==> config.mk <==
export PLATFORM = sky130hd
export DESIGN_NAME = altmemddr_local_test_driver_flat
export DESIGN_NICKNAME = d
export VERILOG_FILES = /design/src/rtl/altmemddr_drv_pkg.sv /design/src/rtl/altmemddr_local_test_driver_if.sv /design/src/rtl/altmemddr_drv_checker.sv /design/src/rtl/altmemddr_local_test_driver.sv /design/src/flat_wrapper.sv
export SDC_FILE = /design/constraint.sdc
export NUM_CORES = 1
export LEC_CHECK = 0
export CAP_MARGIN = 20
export CORE_MARGIN = 2
export CORE_UTILIZATION = 53
export DETAILED_ROUTE_END_ITERATION = 12
export DONT_BUFFER_PORTS = 1
export PLACE_DENSITY = 0.68
export SLEW_MARGIN = 25
export SYNTH_ARGS = -nofsm -noshare
export SYNTH_HDL_FRONTEND = slang
export SYNTH_SLANG_ARGS = --single-unit
==> constraint.sdc <==
create_clock -name clk -period 9.9 [get_ports clk]
set_input_delay 0 -clock clk [delete_from_list [all_inputs] [get_ports clk]]
set_output_delay 0 -clock clk [all_outputs]
set_load 0.05 [all_outputs]
==> src/rtl/altmemddr_drv_pkg.sv <==
// Shared types, default widths and the address-derived test pattern for the
// DDR local-interface test driver.
package altmemddr_drv_pkg;

   localparam int DRV_ADDR_W          = 23;
   localparam int DRV_DATA_W          = 64;
   localparam int DRV_BE_W            = 8;
   localparam int DRV_CNT_W           = 24;
   localparam int DRV_MAX_OUTSTANDING = 8;
`ifdef ALTMEMDDR_DRV_TIMEOUT_EN
   localparam int DRV_TIMEOUT_CYC     = 65535;
`endif

   typedef enum logic [2:0] {
      IDLE      = 3'd0,
      WAIT_INIT = 3'd1,
      WRITE     = 3'd2,
      WDRAIN    = 3'd3,
      READ      = 3'd4,
      RDRAIN    = 3'd5,
      DONE      = 3'd6
   } drv_state_e;

   // Upper half carries the address, lower half its complement, so stuck or
   // swapped address lines show up as data mismatches.
   function automatic logic [DRV_DATA_W-1:0] pattern(input logic [DRV_DATA_W-1:0] seed,
                                                     input logic [DRV_ADDR_W-1:0] a);
      logic [DRV_DATA_W/2-1:0] hi;
      logic [DRV_DATA_W/2-1:0] lo;
      hi = '0;
      lo = '0;
      hi[DRV_ADDR_W-1:0] = a;
      lo[DRV_ADDR_W-1:0] = ~a;
      return seed ^ {hi, lo};
   endfunction

endpackage

==> src/rtl/altmemddr_local_test_driver_if.sv <==
// Local-interface bundle between the test driver (master) and the DDR
// controller (slave).
interface altmemddr_local_test_driver_if #(
   parameter int ADDR_W = 23,
   parameter int DATA_W = 64,
   parameter int BE_W   = 8
);
   logic [ADDR_W-1:0] local_address;
   logic              local_write_req;
   logic              local_read_req;
   logic              local_burstbegin;
   logic              local_size;
   logic [BE_W-1:0]   local_be;
   logic [DATA_W-1:0] local_wdata;
   logic              local_init_done;
   logic              local_ready;
   logic              local_wdata_req;
   logic [DATA_W-1:0] local_rdata;
   logic              local_rdata_valid;

   modport master (
      output local_address, local_write_req, local_read_req, local_burstbegin,
             local_size, local_be, local_wdata,
      input  local_init_done, local_ready, local_wdata_req, local_rdata,
             local_rdata_valid
   );

   modport slave (
      input  local_address, local_write_req, local_read_req, local_burstbegin,
             local_size, local_be, local_wdata,
      output local_init_done, local_ready, local_wdata_req, local_rdata,
             local_rdata_valid
   );
endinterface

==> src/rtl/altmemddr_drv_checker.sv <==
// Read-back checker: compares returned words, keeps a saturating error count
// and records the address of the first mismatch of a run.
module altmemddr_drv_checker #(
   parameter int ADDR_W = 23,
   parameter int DATA_W = 64,
   parameter int CNT_W  = 24
) (
   input  logic              clk,
   input  logic              rst,
   input  logic              clear_i,
   input  logic              valid_i,
   input  logic [DATA_W-1:0] rdata_i,
   input  logic [DATA_W-1:0] expected_i,
   input  logic [ADDR_W-1:0] addr_i,
   output logic [CNT_W-1:0]  error_count_o,
   output logic [ADDR_W-1:0] first_fail_addr_o
);
   logic [CNT_W-1:0]  err_q;
   logic [ADDR_W-1:0] ffa_q;
   logic              seen_q;
   logic              mismatch;

   assign mismatch = valid_i && (rdata_i != expected_i);

   always_ff @(posedge clk or posedge rst) begin
      if (rst) begin
         err_q  <= '0;
         ffa_q  <= '0;
         seen_q <= 1'b0;
      end else if (clear_i) begin
         err_q  <= '0;
         ffa_q  <= '0;
         seen_q <= 1'b0;
      end else if (mismatch) begin
         if (err_q != '1)
            err_q <= err_q + 1'b1;
         if (!seen_q) begin
            seen_q <= 1'b1;
            ffa_q  <= addr_i;
         end
      end
   end

   assign error_count_o     = err_q;
   assign first_fail_addr_o = ffa_q;
endmodule

==> src/rtl/altmemddr_local_test_driver.sv <==
// Write/read-back memory test initiator on the DDR controller local interface.
// Build option ALTMEMDDR_DRV_TIMEOUT_EN adds a drain watchdog and timeout output.
module altmemddr_local_test_driver
   import altmemddr_drv_pkg::*;
#(
   parameter int ADDR_W          = DRV_ADDR_W,
   parameter int DATA_W          = DRV_DATA_W,
   parameter int BE_W            = DRV_BE_W,
   parameter int CNT_W           = DRV_CNT_W,
   parameter int MAX_OUTSTANDING = DRV_MAX_OUTSTANDING
`ifdef ALTMEMDDR_DRV_TIMEOUT_EN
   , parameter int TIMEOUT_CYC   = DRV_TIMEOUT_CYC
`endif
) (
   input  logic              clk,
   input  logic              reset,
   input  logic              start,
   input  logic [ADDR_W-1:0] base_addr,
   input  logic [CNT_W-1:0]  num_words,
   input  logic [DATA_W-1:0] seed,
   altmemddr_local_test_driver_if.master local_if,
   output logic              busy,
   output logic              done,
   output logic              pass,
   output logic [CNT_W-1:0]  error_count,
   output logic [ADDR_W-1:0] first_fail_addr
`ifdef ALTMEMDDR_DRV_TIMEOUT_EN
   , output logic            timeout
`endif
);
   localparam int OS_W = $clog2(MAX_OUTSTANDING + 1);
   localparam logic [2:0] S_IDLE      = IDLE;
   localparam logic [2:0] S_WAIT_INIT = WAIT_INIT;
   localparam logic [2:0] S_WRITE     = WRITE;
   localparam logic [2:0] S_WDRAIN    = WDRAIN;
   localparam logic [2:0] S_READ      = READ;
   localparam logic [2:0] S_RDRAIN    = RDRAIN;
   localparam logic [2:0] S_DONE      = DONE;

   logic [2:0]        state_q, state_d;
   logic [ADDR_W-1:0] base_q, base_d;
   logic [CNT_W-1:0]  num_q, num_d;
   logic [DATA_W-1:0] seed_q, seed_d;
   logic [CNT_W-1:0]  req_idx_q, req_idx_d;
   logic [CNT_W-1:0]  wdata_idx_q, wdata_idx_d;
   logic [CNT_W-1:0]  rcv_idx_q, rcv_idx_d;
   logic [OS_W-1:0]   os_q, os_d;

   logic              start_ok, in_wr, in_rd;
   logic              wr_acc, rd_acc, wd_take, rd_ret;
   logic [ADDR_W-1:0] wr_addr, rcv_addr;
   logic [DATA_W-1:0] rcv_expected;

   assign start_ok = start && (state_q == S_IDLE || state_q == S_DONE);
   assign in_wr    = (state_q == S_WRITE) || (state_q == S_WDRAIN);
   assign in_rd    = (state_q == S_READ) || (state_q == S_RDRAIN);

   assign local_if.local_write_req  = (state_q == S_WRITE);
   assign local_if.local_read_req   = (state_q == S_READ) && (os_q < OS_W'(MAX_OUTSTANDING))
                                      && (req_idx_q < num_q);
   assign local_if.local_burstbegin = local_if.local_write_req | local_if.local_read_req;
   assign local_if.local_size       = 1'b1;
   assign local_if.local_be         = {BE_W{1'b1}};
   assign local_if.local_address    = base_q + ADDR_W'(req_idx_q);

   // Write data follows its own index so the controller may pull data late.
   assign wr_addr              = base_q + ADDR_W'(wdata_idx_q);
   assign local_if.local_wdata = in_wr ? DATA_W'(pattern(DRV_DATA_W'(seed_q), DRV_ADDR_W'(wr_addr)))
                                       : '0;

   assign wr_acc  = local_if.local_write_req && local_if.local_ready;
   assign rd_acc  = local_if.local_read_req && local_if.local_ready;
   assign wd_take = local_if.local_wdata_req && in_wr;
   assign rd_ret  = local_if.local_rdata_valid && in_rd && (rcv_idx_q != num_q);

   assign rcv_addr     = base_q + ADDR_W'(rcv_idx_q);
   assign rcv_expected = DATA_W'(pattern(DRV_DATA_W'(seed_q), DRV_ADDR_W'(rcv_addr)));

`ifdef ALTMEMDDR_DRV_TIMEOUT_EN
   localparam int WD_W = $clog2(TIMEOUT_CYC + 1);
   logic [WD_W-1:0] wd_q, wd_d;
   logic            timeout_q, timeout_d;
`endif

   always_comb begin
      state_d     = state_q;
      base_d      = base_q;
      num_d       = num_q;
      seed_d      = seed_q;
      req_idx_d   = req_idx_q;
      wdata_idx_d = wdata_idx_q;
      rcv_idx_d   = rcv_idx_q;
      os_d        = os_q;
      if (wr_acc || rd_acc)
         req_idx_d = req_idx_q + 1'b1;
      if (wd_take)
         wdata_idx_d = wdata_idx_q + 1'b1;
      if (rd_ret)
         rcv_idx_d = rcv_idx_q + 1'b1;
      if (rd_acc && !rd_ret)
         os_d = os_q + 1'b1;
      else if (!rd_acc && rd_ret)
         os_d = os_q - 1'b1;

      case (state_q)
         S_IDLE, S_DONE: begin
            if (start) begin
               base_d      = base_addr;
               num_d       = num_words;
               seed_d      = seed;
               req_idx_d   = '0;
               wdata_idx_d = '0;
               rcv_idx_d   = '0;
               os_d        = '0;
               state_d     = S_WAIT_INIT;
            end
         end
         S_WAIT_INIT: begin
            if (local_if.local_init_done)
               state_d = (num_q == '0) ? S_DONE : S_WRITE;
         end
         S_WRITE: begin
            if (wr_acc && req_idx_q == num_q - 1'b1)
               state_d = S_WDRAIN;
         end
         S_WDRAIN: begin
            if (wdata_idx_q == num_q) begin
               req_idx_d   = '0;
               wdata_idx_d = '0;
               rcv_idx_d   = '0;
               state_d     = S_READ;
            end
         end
         S_READ: begin
            if (rd_acc && req_idx_q == num_q - 1'b1)
               state_d = S_RDRAIN;
         end
         S_RDRAIN: begin
            if (rcv_idx_q == num_q)
               state_d = S_DONE;
         end
         default: state_d = S_IDLE;
      endcase

`ifdef ALTMEMDDR_DRV_TIMEOUT_EN
      wd_d      = '0;
      timeout_d = start_ok ? 1'b0 : timeout_q;
      if ((state_q == S_WDRAIN || state_q == S_RDRAIN) && state_d == state_q) begin
         if (local_if.local_wdata_req || local_if.local_rdata_valid)
            wd_d = '0;
         else if (wd_q == WD_W'(TIMEOUT_CYC - 1)) begin
            state_d   = S_DONE;
            timeout_d = 1'b1;
         end else
            wd_d = wd_q + 1'b1;
      end
`endif
   end

   always_ff @(posedge clk or posedge reset) begin
      if (reset) begin
         state_q     <= S_IDLE;
         base_q      <= '0;
         num_q       <= '0;
         seed_q      <= '0;
         req_idx_q   <= '0;
         wdata_idx_q <= '0;
         rcv_idx_q   <= '0;
         os_q        <= '0;
`ifdef ALTMEMDDR_DRV_TIMEOUT_EN
         wd_q        <= '0;
         timeout_q   <= 1'b0;
`endif
      end else begin
         state_q     <= state_d;
         base_q      <= base_d;
         num_q       <= num_d;
         seed_q      <= seed_d;
         req_idx_q   <= req_idx_d;
         wdata_idx_q <= wdata_idx_d;
         rcv_idx_q   <= rcv_idx_d;
         os_q        <= os_d;
`ifdef ALTMEMDDR_DRV_TIMEOUT_EN
         wd_q        <= wd_d;
         timeout_q   <= timeout_d;
`endif
      end
   end

   altmemddr_drv_checker #(
      .ADDR_W (ADDR_W),
      .DATA_W (DATA_W),
      .CNT_W  (CNT_W)
   ) u_checker (
      .clk               (clk),
      .rst               (reset),
      .clear_i           (start_ok),
      .valid_i           (rd_ret),
      .rdata_i           (local_if.local_rdata),
      .expected_i        (rcv_expected),
      .addr_i            (rcv_addr),
      .error_count_o     (error_count),
      .first_fail_addr_o (first_fail_addr)
   );

   assign busy = (state_q != S_IDLE) && (state_q != S_DONE);
   assign done = (state_q == S_DONE);
`ifdef ALTMEMDDR_DRV_TIMEOUT_EN
   assign timeout = timeout_q;
   assign pass    = done && (error_count == '0) && !timeout_q;
`else
   assign pass    = done && (error_count == '0);
`endif
endmodule

==> src/flat_wrapper.sv <==
// flat-port wrapper written by rule: the top's interface ports become plain ports
module altmemddr_local_test_driver_flat import altmemddr_drv_pkg::*;
#(
   parameter int ADDR_W          = DRV_ADDR_W,
   parameter int DATA_W          = DRV_DATA_W,
   parameter int BE_W            = DRV_BE_W,
   parameter int CNT_W           = DRV_CNT_W,
   parameter int MAX_OUTSTANDING = DRV_MAX_OUTSTANDING

)
  (clk, reset, start, base_addr, num_words, seed, busy, done, pass, error_count, first_fail_addr, local_if_local_address, local_if_local_write_req, local_if_local_read_req, local_if_local_burstbegin, local_if_local_size, local_if_local_be, local_if_local_wdata, local_if_local_init_done, local_if_local_ready, local_if_local_wdata_req, local_if_local_rdata, local_if_local_rdata_valid);
  altmemddr_local_test_driver_if #(.ADDR_W(ADDR_W), .DATA_W(DATA_W), .BE_W(BE_W)) local_if_i ();
  input  logic clk;
  input  logic reset;
  input  logic start;
  input  logic [ADDR_W-1:0] base_addr;
  input  logic [CNT_W-1:0] num_words;
  input  logic [DATA_W-1:0] seed;
  output logic busy;
  output logic done;
  output logic pass;
  output logic [CNT_W-1:0] error_count;
  output logic [ADDR_W-1:0] first_fail_addr;
  output wire logic [$bits(local_if_i.local_address)-1:0] local_if_local_address;
  output wire logic [$bits(local_if_i.local_write_req)-1:0] local_if_local_write_req;
  output wire logic [$bits(local_if_i.local_read_req)-1:0] local_if_local_read_req;
  output wire logic [$bits(local_if_i.local_burstbegin)-1:0] local_if_local_burstbegin;
  output wire logic [$bits(local_if_i.local_size)-1:0] local_if_local_size;
  output wire logic [$bits(local_if_i.local_be)-1:0] local_if_local_be;
  output wire logic [$bits(local_if_i.local_wdata)-1:0] local_if_local_wdata;
  input wire logic [$bits(local_if_i.local_init_done)-1:0] local_if_local_init_done;
  input wire logic [$bits(local_if_i.local_ready)-1:0] local_if_local_ready;
  input wire logic [$bits(local_if_i.local_wdata_req)-1:0] local_if_local_wdata_req;
  input wire logic [$bits(local_if_i.local_rdata)-1:0] local_if_local_rdata;
  input wire logic [$bits(local_if_i.local_rdata_valid)-1:0] local_if_local_rdata_valid;
  assign local_if_local_address = local_if_i.local_address;
  assign local_if_local_write_req = local_if_i.local_write_req;
  assign local_if_local_read_req = local_if_i.local_read_req;
  assign local_if_local_burstbegin = local_if_i.local_burstbegin;
  assign local_if_local_size = local_if_i.local_size;
  assign local_if_local_be = local_if_i.local_be;
  assign local_if_local_wdata = local_if_i.local_wdata;
  assign local_if_i.local_init_done = local_if_local_init_done;
  assign local_if_i.local_ready = local_if_local_ready;
  assign local_if_i.local_wdata_req = local_if_local_wdata_req;
  assign local_if_i.local_rdata = local_if_local_rdata;
  assign local_if_i.local_rdata_valid = local_if_local_rdata_valid;
  altmemddr_local_test_driver #(.ADDR_W(ADDR_W), .DATA_W(DATA_W), .BE_W(BE_W), .CNT_W(CNT_W), .MAX_OUTSTANDING(MAX_OUTSTANDING)) u_core (.clk(clk), .reset(reset), .start(start), .base_addr(base_addr), .num_words(num_words), .seed(seed), .local_if(local_if_i), .busy(busy), .done(done), .pass(pass), .error_count(error_count), .first_fail_addr(first_fail_addr));
endmodule
Yosys cells after proc, flatten, opt, wreduce, memory -nomap -nowiden
Cells that the tools add are included.
Storage, ports and cells
  word-level logic and storage cells: 113
  flip-flop bits (word level): 238
  output and inout port bits: 149
  bits of input ports: 182
Operators by class
  reductions and logical operators: 32
  bitwise logic cells: 5
  add/sub/neg operators: 10
  muxes and demuxes: 33
  magnitude comparators: 2
  equality and inequality tests: 20
Operator list (count)
  2-to-1 mux 24 bit: 12
  one-hot mux 24 bit (2 select lines): 3
  XOR 64 x 55 -> 64 bit: 2
  adder 24 x 1 -> 24 bit, second input constant: 4
  == test 24 bit: 3
  adder 23 bit: 3
  2-to-1 mux 23 bit: 3
  2-to-1 mux 64 bit: 1
  != test 64 bit: 1
  zero test 24 bit: 2
  NOT 23 bit: 2
  < comparator 24 bit: 1
  != test 24 bit: 1
  != test 24 bit, second input constant: 1
  subtractor 24 x 1 -> 24 bit, second input constant: 1
  2-to-1 mux 3 bit: 7
  one-hot mux 3 bit (6 select lines): 1
  2-to-1 mux 4 bit: 4
  logical AND 1 bit: 15
  != test 2 bit, second input constant: 6
  == test 3 bit, second input constant: 3
  == test 3 x 2 -> 1 bit, second input constant: 2
  AND reduction 2 bit: 3
  AND reduction 6 bit: 1
  14 further kinds: 20

Logic depth before layout (Yosys ltp)
  depth in word-level cells: 10
  gate-level depth with buffers: 16
  mapped depth without buffers: 14

Cells and area by module
From an unflattened synthesis, not the netlist that was laid out.
Second synthesis, totals
  cell total of the unflattened synthesis: 1916
  area total of the unflattened synthesis: 17689.5 sq um
Modules (own cells, without submodules)
  altmemddr_local_test_driver: area an instance 14351.3 sq um, cells each 1573, seq. area each 4754.6 sq um, times used 1
  altmemddr_drv_checker: area an instance 3338.2 sq um, cells each 343, seq. area each 1201.2 sq um, times used 1

Worst setup path after synthesis
No wires, ideal clock.
  kind: flip-flop to flip-flop
  start: reg u_core.rcv_idx_q[0]
  end: reg u_core.u_checker.ffa_q[0] (netlist: u_core.u_checker.first_fail_addr_o[0])
  slack: 5.971 ns
  data arrival time: 3.851 ns
  buffers on the path: 1
  library setup time: 0.078 ns
  clock period less this slack: 3.929 ns
  cell stages (with the launch flop): 15
  data required time: 9.822 ns
  path through: dfrtp_1 ha_1 fa_1 a211oi_1 o21ai_1 nand3_1 nand4_1 a31oi_1 mux2_2 o22ai_1 a2111oi_4 a311oi_2 clkbuf_1 nand2_1 a21oi_1
On the way
  longest elaborated chain between the ends: 7
  elaborated cells between the ends (all ways): 12
  classes of those cells: 1 x add/sub; 2 x eq/ne; 3 x mux; 2 x bitwise; 4 x reduce/logical
RTL lines
  from (decl): RTL line altmemddr_local_test_driver.sv:46  | logic [CNT_W-1:0] rcv_idx_q, rcv_idx_d;
  from (signal assigned): RTL line altmemddr_local_test_driver.sv:181  | rcv_idx_q <= rcv_idx_d;
  adder 23 bit: RTL line altmemddr_local_test_driver.sv:76  | assign rcv_addr = base_q + ADDR_W'(rcv_idx_q);
  NOT 23 bit: RTL line altmemddr_drv_pkg.sv:33  | lo[DRV_ADDR_W-1:0] = ~a;
  XOR 64 x 55 -> 64 bit: RTL line altmemddr_drv_pkg.sv:34  | return seed ^ {hi, lo};
  != test 64 bit: RTL line altmemddr_drv_checker.sv:23  | assign mismatch = valid_i && (rdata_i != expected_i);
  logical AND 1 bit: RTL line altmemddr_drv_checker.sv:23
  nonzero test 2 bit (no line)
  AND reduction 2 bit (no line)
  to (signal assigned): RTL line altmemddr_drv_checker.sv:39  | ffa_q <= addr_i;
  to (decl): RTL line altmemddr_drv_checker.sv:19  | logic [ADDR_W-1:0] ffa_q;
Several ways; a longest one is shown, not always the timed one. The select of a mux whose other input is x is not followed.
A chain may end at the register's enable or synchronous reset.

Worst setup path in the final report
  start: reg u_core.wdata_idx_q[1]
  end: out local_if_local_wdata[21]
On the way
  longest elaborated chain between the ends: 4
RTL lines
  from (decl): RTL line altmemddr_local_test_driver.sv:45  | logic [CNT_W-1:0] wdata_idx_q, wdata_idx_d;
  from (signal assigned): RTL line altmemddr_local_test_driver.sv:180  | wdata_idx_q <= wdata_idx_d;
  adder 23 bit: RTL line altmemddr_local_test_driver.sv:67  | assign wr_addr = base_q + ADDR_W'(wdata_idx_q);
  NOT 23 bit: RTL line altmemddr_drv_pkg.sv:33
  XOR 64 x 55 -> 64 bit: RTL line altmemddr_drv_pkg.sv:34
  2-to-1 mux 64 bit: RTL line altmemddr_local_test_driver.sv:68  | assign local_if.local_wdata = in_wr ? DATA_W'(pattern(DRV_DATA_W'(seed_q), DRV_ADDR_W'(wr_addr)))
  to (decl): RTL line flat_wrapper.sv:30  | output wire logic [$bits(local_if_i.local_wdata)-1:0] local_if_local_wdata;
Every way passes these cells.

==> qor.txt <==
Worst hold path type: in -> reg
Flops & latches, synth: 238
PD cells: 282 mW/mm^2
Die area: 0.0353 mm^2
Worst-path fanout max: 7
# rows: 67
Starting Density: 0.536
Post-synthesis cell type count: 83
Fin Clk Skew: 0.0257 ns
Share of the synthesized area in the top cell type: 0.332
Global placer's final weighted congestion: 0.907
Max Cap Viol: 0
Slowest stage cell, crit path: nor2b_1
Crit path capture type: output port
Final worst-path cycle share: 0.476
Top-Level Pins: 331
First-pass GRT wire length: 88.3 mm
Fillcell total: 2824
Longest Clk Path Bufs: 3
Most common cell after layout, fill and taps aside: nand2_1
DR iter-0 viols: 1411
Layout cells sized above 1: 0.0559
Largest delay share family, worst path: compound AO/OA/AOI/OAI gates
VDD IR max: 266 uV
DRC violations left: 0
Worst setup SP type: flop
Port Buf Inserts: 0
DP HPWL: 41.2 mm
Largest cells by area after synthesis: dfrtp_1 33%, xnor2_1 8.4%, nand2_1 8.1%
Die height: 188 um
Drt total wl: 56.6 mm
Gr usage total: 0.315
Max Clock Freq: 212 MHz
Remaining antenna violation count after routing: 0
Largest net degree at the start of global routing: 99
Final net count: 2555
Post-route minimum period: 4.71 ns
Worst-margin pin slew: 1.10 ns
Most frequent cells in the layout: 385 x nand2_1, 238 x dfrtp_1, 171 x xnor2_1, 147 x dlygate4sd3_1, 138 x nor2_1
Sink Count: 238
Num CTS Buffers: 29
Setup tns final: 0 ns
Syn Inst Count: 2162
Status: complete, no violations
Clock slew seen by the registers of the worst setup and hold paths: 0.06 ns
Slew margin rel.: 0.265
Syn. warnings: 0
Synth area leader: dfrtp_1
Postcts setup bufs: 0
CTS H-tree depth: 1
Number of diodes: 0
Most common cell on crit path: a21oi_1
WS Path Type: reg -> out
Setup-failing EPs final: 0
Initial antenna violation count: 0
WHS: 0.0498 ns
Remaining global-route overflow: 0
Req. time, crit path: 9.90 ns
Unrepaired setup endpoints after global routing: no
Area Growth Syn to Fin: 15.9%
CTS tree: built
Vias in the first global route: 15700
Clk Latency, worst-skew pair: 0.57 ns
Post-Syn Area per Cell: 8.29 um^2
Core box area: 0.0334 mm^2
Post-synth EDFFs: 0
Final Max Tran Viols: 0
Seq/Total Area, Yosys: 0.332
Design Power: 5.85 mW
CTS root buffer: clkbuf_16
Die X-Extent: 188 um
Final hold violations: 0
Crit path buffers/inverters: 0
Leak: 9.49 nW
Drt first pass iters: 6
Crit-path max cell delay: 0.77 ns
Critical path, cell by cell: ha_1 > a21oi_1 > o21ai_0 > a21oi_1 > a22oi_1 > a41o_1 > a211oi_1 > or2_2 > o2111ai_1 > a21oi_1 > xnor3_1 > nor2b_1
WL/cell: 20.7 um
Synthesized area: 0.0179 mm^2
FFs w/ async S/R, synth: 1.00
Synth Flop Type: dfrtp_1
Vias: 16300
Critical path arrival: 4.71 ns
Vias per cell: 5.97
-- sequential cells by signal, summed over array words and instances, names as in the netlist, 23 cells and up --
name,count
u_core.seed_q,64
u_core.rcv_idx_q,24
u_core.num_q,24
u_core.u_checker.error_count_o,24
u_core.wdata_idx_q,24
u_core.u_checker.first_fail_addr_o,23
u_core.base_q,23
u_core.req_idx_q,24
-- cell families after synthesis --
| group | count (synthesis) | share of synthesized area |
|---|---|---|
| AND/OR/NAND/NOR | 950 | 0.255 |
| AO/OA/AOI/OAI | 372 | 0.138 |
| XOR/XNOR | 297 | 0.147 |
| flip-flops | 238 | 0.332 |
| buffers and inverters | 181 | 0.0429 |
| adder cells (fa/ha/maj) | 105 | 0.0744 |
| multiplexers | 18 | 0.0102 |
| other | 1 | 0.000209 |
-- power by group --
part           switching [mW]  internal, mW
sequential              0.396          1.20
clock                   0.450         0.671
combinational            2.11          1.03
total                    2.95          2.90
-- per-layer routing --
metal  GRT usage  vias up  part of all wire
met1       0.415     7833              0.42
met3      0.0721      144             0.083
met4       0.134        0             0.048
li1            -     7692                 -
met5           0        -                 0
met2       0.499      672              0.45
-- metrics by stage --
stage	setup WS (ns)	std cells	utilization	area, um^2
6_report	5.19	2738	0.621	20800
5_1_grt	4.88	2738	0.621	20800
4_1_cts	5.29	2737	0.621	20800
3_5_place_dp	5.33	2539	0.547	18300
3_3_place_gp	5.46	2539	0.547	18300
2_1_floorplan	3.37	2170	-	18000
-- cell usage after synthesis, types with 8 or more instances --
| library cell | instances |
|---|---|
| ha_1 | 101 |
| o21a_1 | 14 |
| and3_1 | 44 |
| and2_1 | 68 |
| o21ai_0 | 97 |
| a31oi_1 | 9 |
| inv_1 | 75 |
| mux2i_1 | 16 |
| a21oi_1 | 89 |
| nand2_1 | 386 |
| nor2b_1 | 11 |
| nor4_1 | 19 |
| nand2b_1 | 20 |
| or2_2 | 12 |
| nand4_1 | 36 |
| xnor2_1 | 171 |
| o21ai_1 | 10 |
| buf_4 | 9 |
| dfrtp_1 | 238 |
| o2111ai_1 | 12 |
| or3_1 | 38 |
| a21o_1 | 29 |
| or4_1 | 9 |
| o311ai_1 | 8 |
| nor3b_1 | 10 |
| and4_1 | 8 |
| nand3_1 | 83 |
| xor2_1 | 123 |
| clkbuf_1 | 88 |
| o211ai_1 | 10 |
| nor3_1 | 48 |
| a211oi_1 | 11 |
| nor2_1 | 138 |
| o41ai_1 | 9 |
-- worst reg2reg max path: cells and delay by family, from the launching register on --
family / cells / cell delay, ns
DFF: 1 / 0.43
AOI/OAI and AO/OA: 8 / 2.29
and+or+nand+nor: 3 / 1.11
adders and majority gates: 2 / 0.71
-- cell type report --
| cell class | count | area (um^2) | share of cell area |
|---|---|---|---|
| Multi-Input combinational cell | 1751 | 11300 | 0.544 |
| Tap cell | 448 | 561 | 0.0270 |
| Timing Repair Buffer | 174 | 1680 | 0.0807 |
| Clock inverter | 16 | 201 | 0.00969 |
| Clock buffer | 36 | 792 | 0.0381 |
| Inverter | 75 | 289 | 0.0139 |
| Sequential cell | 238 | 5960 | 0.287 |
-- worst paths after layout --
path                                            start                                     end  slack, ns  depth (start not counted)
worst max-delay path            u_core.wdata_idx_q[1]                local_if_local_wdata[21]       5.19                         12
worst min-delay path                            start                          u_core.os_q[0]       0.05                          2
worst max register to register    u_core.rcv_idx_q[0]       u_core.u_checker.error_count_o[1]       5.26                         13
worst min register to register      u_core.seed_q[55]                       u_core.seed_q[55]       0.52                          2
max in group asynchronous                       reset  u_core.u_checker.first_fail_addr_o[17]       8.38                          3
min in group asynchronous                       reset                          u_core.os_q[0]       0.07                          2
-- repair_timing --
| item | CTS | global route |
|---|---|---|
| resized for setup | 0 | 0 |
| hold buffers | 146 | 1 |
| hold endpoints to repair | 227 | 12 |
No activity file was read; power rests on OpenSTA's default activity.
